$ cat config.mk
export PLATFORM = sky130hd
export DESIGN_NAME = nasti_write_arbiter
export DESIGN_NICKNAME = d
export VERILOG_FILES = /design/src/rtl/nasti_arb_pkg.sv /design/src/rtl/nasti_rr_arbiter.sv /design/src/rtl/nasti_write_arbiter.sv
export SDC_FILE = /design/constraint.sdc
export NUM_CORES = 1
export LEC_CHECK = 0
export CAP_MARGIN = 10
export CORE_AREA = 2 2 171 173
export CTS_CLUSTER_DIAMETER = 40
export DETAILED_ROUTE_END_ITERATION = 10
export DIE_AREA = 0 0 173 175
export GPL_ROUTABILITY_DRIVEN = 0
export GPL_TIMING_DRIVEN = 0
export HOLD_SLACK_MARGIN = 0.08
export PLACE_DENSITY_LB_ADDON = 0.1
export SYNTH_ARGS = -nofsm -noshare
export SYNTH_HDL_FRONTEND = slang
export SYNTH_SLANG_ARGS = --single-unit
$ cat constraint.sdc
create_clock -name clk -period 2.2 [get_ports clk]
set_input_delay 0.66 -clock clk [delete_from_list [all_inputs] [get_ports clk]]
set_output_delay 0.66 -clock clk [all_outputs]
set_load 0.05 [all_outputs]
$ cat src/rtl/nasti_arb_pkg.sv
// nasti_arb_pkg: shared types for the NASTI write arbiter.
// FSM states, B response codes, AW control payload layout.
package nasti_arb_pkg;

  localparam int LEN_W    = 8;
  localparam int SIZE_W   = 3;
  localparam int BURST_W  = 2;
  localparam int CACHE_W  = 4;
  localparam int PROT_W   = 3;
  localparam int QOS_W    = 4;
  localparam int REGION_W = 4;

  localparam logic [1:0] RESP_OKAY   = 2'b00;
  localparam logic [1:0] RESP_EXOKAY = 2'b01;
  localparam logic [1:0] RESP_SLVERR = 2'b10;

  typedef enum logic [1:0] {
    S_IDLE,
    S_AW,
    S_W,
    S_B
  } arb_state_t;

  // Width-fixed part of a NastiReq AW beat; id/addr/user
  // are sized per instance and carried alongside.
  typedef struct packed {
    logic [LEN_W-1:0]    len;
    logic [SIZE_W-1:0]   size;
    logic [BURST_W-1:0]  burst;
    logic                lock;
    logic [CACHE_W-1:0]  cache;
    logic [PROT_W-1:0]   prot;
    logic [QOS_W-1:0]    qos;
    logic [REGION_W-1:0] region;
  } nasti_aw_ctrl_t;

  // A beat is wrong when last does not land exactly on beat len.
  function automatic logic beat_mismatch(
    input logic [LEN_W-1:0] cnt,
    input logic [LEN_W-1:0] len,
    input logic             last
  );
    return last != (cnt == len);
  endfunction

endpackage

$ cat src/rtl/nasti_rr_arbiter.sv
// nasti_rr_arbiter: combinational round-robin pick.
// req/ptr in; one-hot gnt, binary idx and any out.
module nasti_rr_arbiter
  import nasti_arb_pkg::*;
#(
  parameter int N     = 2,
  parameter int IDX_W = (N > 1) ? $clog2(N) : 1
) (
  input  logic [N-1:0]     req,
  input  logic [IDX_W-1:0] ptr,
  output logic [N-1:0]     gnt,
  output logic [IDX_W-1:0] idx,
  output logic             any
);

  localparam int SW = IDX_W + 1;

  logic [SW-1:0]    sum;
  logic [IDX_W-1:0] k;

  // Scan from ptr upward, wrapping at N; first hit wins.
  always_comb begin
    gnt = '0;
    idx = '0;
    any = 1'b0;
    sum = '0;
    k   = '0;
    for (int i = 0; i < N; i++) begin
      sum = {1'b0, ptr} + SW'(i);
      if (sum >= SW'(N)) begin
        sum = sum - SW'(N);
      end
      k = sum[IDX_W-1:0];
      if (!any && req[k]) begin
        any    = 1'b1;
        gnt[k] = 1'b1;
        idx    = k;
      end
    end
  end

endmodule

$ cat src/rtl/nasti_write_arbiter.sv
// nasti_write_arbiter: N write masters share one NASTI write slave.
// Ports: master_aw/w/b_* (sliced per master), slave_aw/w/b_*.
// One transaction in flight; owner keeps W and B until B completes.
// Optional NASTI_WRITE_ARB_BEAT_CHECK_EN adds beat_err and SLVERR.
module nasti_write_arbiter
  import nasti_arb_pkg::*;
#(
  parameter int N_MASTERS  = 2,
  parameter int ID_WIDTH   = 2,
  parameter int ADDR_WIDTH = 32,
  parameter int DATA_WIDTH = 64,
  parameter int USER_WIDTH = 1
) (
  input  logic                              clk,
  input  logic                              rstn,
  input  logic [N_MASTERS*ID_WIDTH-1:0]     master_aw_id,
  input  logic [N_MASTERS*ADDR_WIDTH-1:0]   master_aw_addr,
  input  logic [N_MASTERS*LEN_W-1:0]        master_aw_len,
  input  logic [N_MASTERS*SIZE_W-1:0]       master_aw_size,
  input  logic [N_MASTERS*BURST_W-1:0]      master_aw_burst,
  input  logic [N_MASTERS-1:0]              master_aw_lock,
  input  logic [N_MASTERS*CACHE_W-1:0]      master_aw_cache,
  input  logic [N_MASTERS*PROT_W-1:0]       master_aw_prot,
  input  logic [N_MASTERS*QOS_W-1:0]        master_aw_qos,
  input  logic [N_MASTERS*REGION_W-1:0]     master_aw_region,
  input  logic [N_MASTERS*USER_WIDTH-1:0]   master_aw_user,
  input  logic [N_MASTERS-1:0]              master_aw_valid,
  output logic [N_MASTERS-1:0]              master_aw_ready,
  input  logic [N_MASTERS*DATA_WIDTH-1:0]   master_w_data,
  input  logic [N_MASTERS*DATA_WIDTH/8-1:0] master_w_strb,
  input  logic [N_MASTERS-1:0]              master_w_last,
  input  logic [N_MASTERS*USER_WIDTH-1:0]   master_w_user,
  input  logic [N_MASTERS-1:0]              master_w_valid,
  output logic [N_MASTERS-1:0]              master_w_ready,
  output logic [ID_WIDTH-1:0]               master_b_id,
  output logic [1:0]                        master_b_resp,
  output logic [USER_WIDTH-1:0]             master_b_user,
  output logic [N_MASTERS-1:0]              master_b_valid,
  input  logic [N_MASTERS-1:0]              master_b_ready,
  output logic [ID_WIDTH-1:0]               slave_aw_id,
  output logic [ADDR_WIDTH-1:0]             slave_aw_addr,
  output logic [LEN_W-1:0]                  slave_aw_len,
  output logic [SIZE_W-1:0]                 slave_aw_size,
  output logic [BURST_W-1:0]                slave_aw_burst,
  output logic                              slave_aw_lock,
  output logic [CACHE_W-1:0]                slave_aw_cache,
  output logic [PROT_W-1:0]                 slave_aw_prot,
  output logic [QOS_W-1:0]                  slave_aw_qos,
  output logic [REGION_W-1:0]               slave_aw_region,
  output logic [USER_WIDTH-1:0]             slave_aw_user,
  output logic                              slave_aw_valid,
  input  logic                              slave_aw_ready,
  output logic [DATA_WIDTH-1:0]             slave_w_data,
  output logic [DATA_WIDTH/8-1:0]           slave_w_strb,
  output logic                              slave_w_last,
  output logic [USER_WIDTH-1:0]             slave_w_user,
  output logic                              slave_w_valid,
  input  logic                              slave_w_ready,
  input  logic [ID_WIDTH-1:0]               slave_b_id,
  input  logic [1:0]                        slave_b_resp,
  input  logic [USER_WIDTH-1:0]             slave_b_user,
  input  logic                              slave_b_valid,
  output logic                              slave_b_ready
`ifdef NASTI_WRITE_ARB_BEAT_CHECK_EN
  ,
  output logic                              beat_err
`endif
);

  localparam int IDX_W  = $clog2(N_MASTERS);
  localparam int STRB_W = DATA_WIDTH / 8;

  logic [ID_WIDTH-1:0]   aw_id_a   [N_MASTERS];
  logic [ADDR_WIDTH-1:0] aw_addr_a [N_MASTERS];
  logic [USER_WIDTH-1:0] aw_user_a [N_MASTERS];
  nasti_aw_ctrl_t        aw_ctrl_a [N_MASTERS];
  logic [DATA_WIDTH-1:0] w_data_a  [N_MASTERS];
  logic [STRB_W-1:0]     w_strb_a  [N_MASTERS];
  logic [USER_WIDTH-1:0] w_user_a  [N_MASTERS];

  for (genvar g = 0; g < N_MASTERS; g++) begin : g_slice
    assign aw_id_a[g]   = master_aw_id[g*ID_WIDTH +: ID_WIDTH];
    assign aw_addr_a[g] = master_aw_addr[g*ADDR_WIDTH +: ADDR_WIDTH];
    assign aw_user_a[g] = master_aw_user[g*USER_WIDTH +: USER_WIDTH];
    assign aw_ctrl_a[g] = '{
      len:    master_aw_len[g*LEN_W +: LEN_W],
      size:   master_aw_size[g*SIZE_W +: SIZE_W],
      burst:  master_aw_burst[g*BURST_W +: BURST_W],
      lock:   master_aw_lock[g],
      cache:  master_aw_cache[g*CACHE_W +: CACHE_W],
      prot:   master_aw_prot[g*PROT_W +: PROT_W],
      qos:    master_aw_qos[g*QOS_W +: QOS_W],
      region: master_aw_region[g*REGION_W +: REGION_W]
    };
    assign w_data_a[g]  = master_w_data[g*DATA_WIDTH +: DATA_WIDTH];
    assign w_strb_a[g]  = master_w_strb[g*STRB_W +: STRB_W];
    assign w_user_a[g]  = master_w_user[g*USER_WIDTH +: USER_WIDTH];
  end

  arb_state_t            state;
  logic [IDX_W-1:0]      grant;
  logic [IDX_W-1:0]      rr_ptr;
  logic [IDX_W-1:0]      grant_nxt;
  logic [IDX_W-1:0]      arb_idx;
  logic [N_MASTERS-1:0]  grant_oh;
  logic [N_MASTERS-1:0]  arb_gnt;
  logic                  arb_any;
  logic                  aw_hs;
  logic                  w_hs;
  logic                  b_hs;

  logic [ID_WIDTH-1:0]   aw_id_q;
  logic [ADDR_WIDTH-1:0] aw_addr_q;
  logic [USER_WIDTH-1:0] aw_user_q;
  nasti_aw_ctrl_t        aw_ctrl_q;
  logic                  aw_valid_q;

  nasti_rr_arbiter #(
    .N     (N_MASTERS),
    .IDX_W (IDX_W)
  ) u_arb (
    .req (master_aw_valid),
    .ptr (rr_ptr),
    .gnt (arb_gnt),
    .idx (arb_idx),
    .any (arb_any)
  );

  assign grant_nxt = (grant == IDX_W'(N_MASTERS - 1))
                   ? '0 : grant + IDX_W'(1);

  // rstn gate keeps aw_ready low while reset is held.
  assign master_aw_ready = (state == S_IDLE && rstn)
                         ? arb_gnt : '0;
  assign aw_hs = (state == S_IDLE) && arb_any;

  assign slave_aw_id     = aw_id_q;
  assign slave_aw_addr   = aw_addr_q;
  assign slave_aw_len    = aw_ctrl_q.len;
  assign slave_aw_size   = aw_ctrl_q.size;
  assign slave_aw_burst  = aw_ctrl_q.burst;
  assign slave_aw_lock   = aw_ctrl_q.lock;
  assign slave_aw_cache  = aw_ctrl_q.cache;
  assign slave_aw_prot   = aw_ctrl_q.prot;
  assign slave_aw_qos    = aw_ctrl_q.qos;
  assign slave_aw_region = aw_ctrl_q.region;
  assign slave_aw_user   = aw_user_q;
  assign slave_aw_valid  = aw_valid_q;

  assign slave_w_data  = w_data_a[grant];
  assign slave_w_strb  = w_strb_a[grant];
  assign slave_w_last  = master_w_last[grant];
  assign slave_w_user  = w_user_a[grant];
  assign slave_w_valid = (state == S_W) && master_w_valid[grant];
  assign master_w_ready = (state == S_W)
                        ? grant_oh & {N_MASTERS{slave_w_ready}}
                        : '0;
  assign w_hs = slave_w_valid && slave_w_ready;

  assign master_b_id    = slave_b_id;
  assign master_b_user  = slave_b_user;
  assign master_b_valid = (state == S_B)
                        ? grant_oh & {N_MASTERS{slave_b_valid}}
                        : '0;
  assign slave_b_ready  = (state == S_B) && master_b_ready[grant];
  assign b_hs = slave_b_valid && slave_b_ready;

  always_ff @(posedge clk or negedge rstn) begin
    if (!rstn) begin
      state      <= S_IDLE;
      grant      <= '0;
      grant_oh   <= '0;
      rr_ptr     <= '0;
      aw_id_q    <= '0;
      aw_addr_q  <= '0;
      aw_user_q  <= '0;
      aw_ctrl_q  <= '0;
      aw_valid_q <= 1'b0;
    end else begin
      unique case (state)
        S_IDLE: begin
          if (aw_hs) begin
            grant      <= arb_idx;
            grant_oh   <= arb_gnt;
            aw_id_q    <= aw_id_a[arb_idx];
            aw_addr_q  <= aw_addr_a[arb_idx];
            aw_user_q  <= aw_user_a[arb_idx];
            aw_ctrl_q  <= aw_ctrl_a[arb_idx];
            aw_valid_q <= 1'b1;
            state      <= S_AW;
          end
        end
        S_AW: begin
          if (slave_aw_ready) begin
            aw_valid_q <= 1'b0;
            state      <= S_W;
          end
        end
        S_W: begin
          if (w_hs && slave_w_last) begin
            state <= S_B;
          end
        end
        S_B: begin
          if (b_hs) begin
            rr_ptr <= grant_nxt;
            state  <= S_IDLE;
          end
        end
        default: state <= S_IDLE;
      endcase
    end
  end

`ifdef NASTI_WRITE_ARB_BEAT_CHECK_EN
  logic [LEN_W-1:0] beat_cnt;
  logic             txn_err;

  always_ff @(posedge clk or negedge rstn) begin
    if (!rstn) begin
      beat_cnt <= '0;
      txn_err  <= 1'b0;
      beat_err <= 1'b0;
    end else if (aw_hs) begin
      beat_cnt <= '0;
      txn_err  <= 1'b0;
    end else if (w_hs) begin
      beat_cnt <= beat_cnt + LEN_W'(1);
      if (beat_mismatch(beat_cnt, aw_ctrl_q.len, slave_w_last)) begin
        txn_err  <= 1'b1;
        beat_err <= 1'b1;
      end
    end
  end

  assign master_b_resp = txn_err ? RESP_SLVERR : slave_b_resp;
`else
  assign master_b_resp = slave_b_resp;
`endif

endmodule

==> reports/summary.md <==
The logs give -0.121 ns for the slack of the critical path and 4 for the total iterations of the first detailed-routing run. The average wire length per cell after detail routing was 18.4 um. The slowest stage cell on the critical path was mux2_2. Type of element capturing the critical path: a primary output.

The setup skew after layout is 0.00744 ns. The tools report the number of warnings reported in the yosys synthesis log as 0. The max-slew violation total from the final report came out at 0.

In this run the register-to-register setup slack is 0.30 ns. For the total DRC errors in the routed layout, the log shows 0. The tree is rooted in a clkbuf_16. The region available for standard cell placement spans 28400 um^2.

Final-stage net count: 1178. The net count after synthesis was 714; the number of buffer and inverter stages on the critical path was 4. The logs give 2 for the maximum count of clock buffers along a single path and 4935 for the total number of vias. The fraction of layout cells with a size suffix above 1 was 0.267. Hold is met by 0.210 ns. The die covers 30300 um^2. The area growth from synthesis to layout is 128%. The tightest min-delay check is of the input pin to asynchronous set/reset pin type. After layout, the design draws a total of 13600 uW.

The number of non-filler instances in the completed layout came out at 1269. The via density per instance works out to 3.89. The wire length of the first global-routing pass is 34.0 mm, and the maximum number of pins on one net before global-route repair is 43.

The critical path goes through buf_6 > buf_12 > buf_12 > mux2_2 > buf_6. Setup violations remaining at the end of the flow were counted as 75. The run gives 0 as the hold violation count in the final report. The global routing met2 resource utilization came out at 0.281.

Layer carrying the most global-route usage: met2. Power spread over the standard cell area amounts to 1350 nW/um^2. Biggest cell delay along the critical path: 0.37 ns.

The proportion of synthesized chip area in sequential cells is 0.404. The number of clock buffers added by TritonCTS is 9. The logs give 1.66 ns for the arrival time at the worst endpoint and 417 for the post-synthesis instance total. The tools report the achievable clock frequency as 431 MHz. The tree built by TritonCTS fans out to 71 sinks.

Of all nets on the critical path, the largest fanout is 10. TritonCTS built the clock tree. Among cell families on the critical path, the largest total delay comes from buffers and inverters. For this design the static power due to leakage is 0.00473 uW. Met3 track demand over resource: 0.0603. Setup repair after global routing could not meet its margin everywhere. The final design area excluding fillers came out at 10000 um^2. Quantity of hold-fixing buffers added after cts: 0. In this run the cell area measured after placement is 9290 um^2. The tightest slew margin relative to the limit was 0.616; the number of filler instances in the final layout was 2932.

The number of input and output port buffers inserted was 438; the initial cell density of the core was 0.155. The clock period minus final worst setup slack is 2.32 ns, and the max capacitance violation total is 0. STA puts the critical path data required time at 1.54 ns. The share of the clock period used by the worst path is 1.05, and the clock latency reported for the late side of the worst-skew pair is 0.34 ns. Synthesis instantiated 32 different standard cells from the library. In this run, placement finished with an instance count of 1240. The worst vdd rail ir drop was 0.538 mV; the remaining global-route overflow was 0.

For the pin with the worst max-slew slack, the measured transition is 0.575 ns. The met1 demand-to-capacity share in global routing is 0.155. During I/O placement, the number of pins put on the boundary was 444. The number of global-route vias before repair is 5284, and the number of storage elements in the synthesis netlist is 71.

The depth of the worst register-to-register path is 7. The checks that failed: setup timing. Number of nets with antenna violations after detailed routing: 0.

The clock tree synthesis step divided the H-tree into 3 levels. Total wire length after detailed routing: 23.4 mm. The number of antenna violations at the first check in global routing was 1. The clock transition at the register clock pins on the worst setup and hold paths after CTS works out to 0.06 ns. The share of the synthesized area in the top cell type came out at 0.404. Detailed placer's ending HPWL: 19.6 mm.

In this run the cell area of the synthesized design comes to 4400 um^2. For the total global-route track usage, the log shows 0.149. The mean instance size in the synthesized netlist works out to 10.6 um^2. By area the synthesized netlist is led by dfrtp_1 (40%), mux2_2 (19%), mux2i_1 (15%). The worst setup path is launched from a flip-flop.

The height of the chip works out to 175 um. The count of cell instances traversed by the critical path came out at 5. The run finished, with violations left. In this run the horizontal extent of the chip is 173 um.

The number of antenna diodes was 0. The critical path is of the flip-flop to primary output type. The run gives -1.31 ns as the worst setup slack after placement. The synthesized design spends more area on one cell type than any other, namely dfrtp_1. After the first detailed-routing iteration, the DRC count stood at 118.

The run gives 62 as the number of rows created at floorplan.
[synthesized netlist by cell type]
cell type,n
mux2_2,74
dfrtp_1,71
nand2_1,67
o21ai_0,67
mux2i_1,65
buf_2,13
clkbuf_1,8
buf_6,7
and3_1,6
buf_4,6
ha_1,5
inv_1,4
nor2b_1,3
a21oi_1,2
a22o_1,2
a2111oi_4,1
a211o_1,1
a21boi_0,1
a31oi_1,1
and2_1,1
and3_4,1
clkbuf_2,1
mux2_1,1
mux2_4,1
nand2_2,1
nand3_1,1
nand4_1,1
nand4b_4,1
nor3b_1,1
o22ai_1,1
o311ai_0,1
o32a_1,1
[worst paths after layout]
path / end / start
worst max-delay path: slave_w_data[52] / grant
max in group asynchronous: slave_aw_addr[24] / rstn
worst min-delay path: slave_aw_len[0] / rstn
worst min register to register: slave_aw_len[4] / slave_aw_len[4]
min in group clk: slave_aw_len[4] / slave_aw_len[4]
worst max register to register: state[1] / grant
[cells in the final DEF (no fill, tap or decap), types with 3 or more instances in the layout]
master,instances
mux2_4,15
dfrtp_1,70
and3_1,5
clkbuf_16,10
buf_6,55
clkbuf_1,4
dlymetal6s2s_1,31
buf_4,21
nor2b_1,3
buf_12,6
clkdlybuf4s50_1,303
o21ai_0,66
mux2_2,60
buf_8,14
buf_2,28
mux2i_1,65
nand2_1,67
dlygate4sd2_1,19
[sequential cells by signal, indices dropped and copies added, names as in the netlist]
signal,cells
slave_aw_user,1
slave_aw_prot,3
rr_ptr,1
slave_aw_id,2
slave_aw_size,3
slave_aw_cache,4
slave_aw_addr,32
state,2
grant,1
slave_aw_region,4
slave_aw_burst,2
slave_aw_lock,1
slave_aw_valid,1
slave_aw_len,8
grant_oh,2
slave_aw_qos,4
[per-stage QoR]
step                TNS (ns)   util
floorplan                  0      -
global placement     -281.61  0.326
detailed placement    -99.52  0.327
CTS                    -9.45  0.345
global route          -10.24  0.353
finish                 -5.49  0.353
[power breakdown]
group	switching (uW)	internal (uW)
Clock	595	1060
Combinational	5960	3690
Sequential	321	1950
[final cells by class]
type,count,area (um^2),share of cell area
plain buffers,34,309,0.0308
flip-flops and latches,71,1780,0.177
well taps,384,480,0.0479
multi-input cells,307,2480,0.248
repair buffers,454,4630,0.462
clock buffers,11,253,0.0252
clock inverters,4,77.6,0.00774
inverters,4,15.0,0.00150
[per-layer routing]
layer | routed length (um) | vias up
met5 | 13 | -
met4 | 269 | 2
met3 | 2130 | 12
met2 | 12600 | 241
met1 | 8380 | 2279
li1 | - | 2401
[repair_timing]
| action | 4_1_cts | 5_1_grt |
|---|---|---|
| endpoints found under the setup margin | 161 | 117 |
| resized for setup | 593 | 72 |
| cloned | 1 | 0 |
| buffers inserted | 6 | 8 |
| pin swaps | 1 | 1 |
[logic make-up (layout without fill, tap and decap cells)]
family / after synthesis / after routing / share of synthesized area
muxes: 141 / 141 / 0.343
and+or+nand+nor: 83 / 83 / 0.0850
AOI/OAI and AO/OA: 78 / 78 / 0.0995
DFF: 71 / 71 / 0.404
buffers and inverters: 39 / 507 / 0.0543
adders and majority gates: 5 / 5 / 0.0142
No activity file was read; power rests on OpenSTA's default activity.
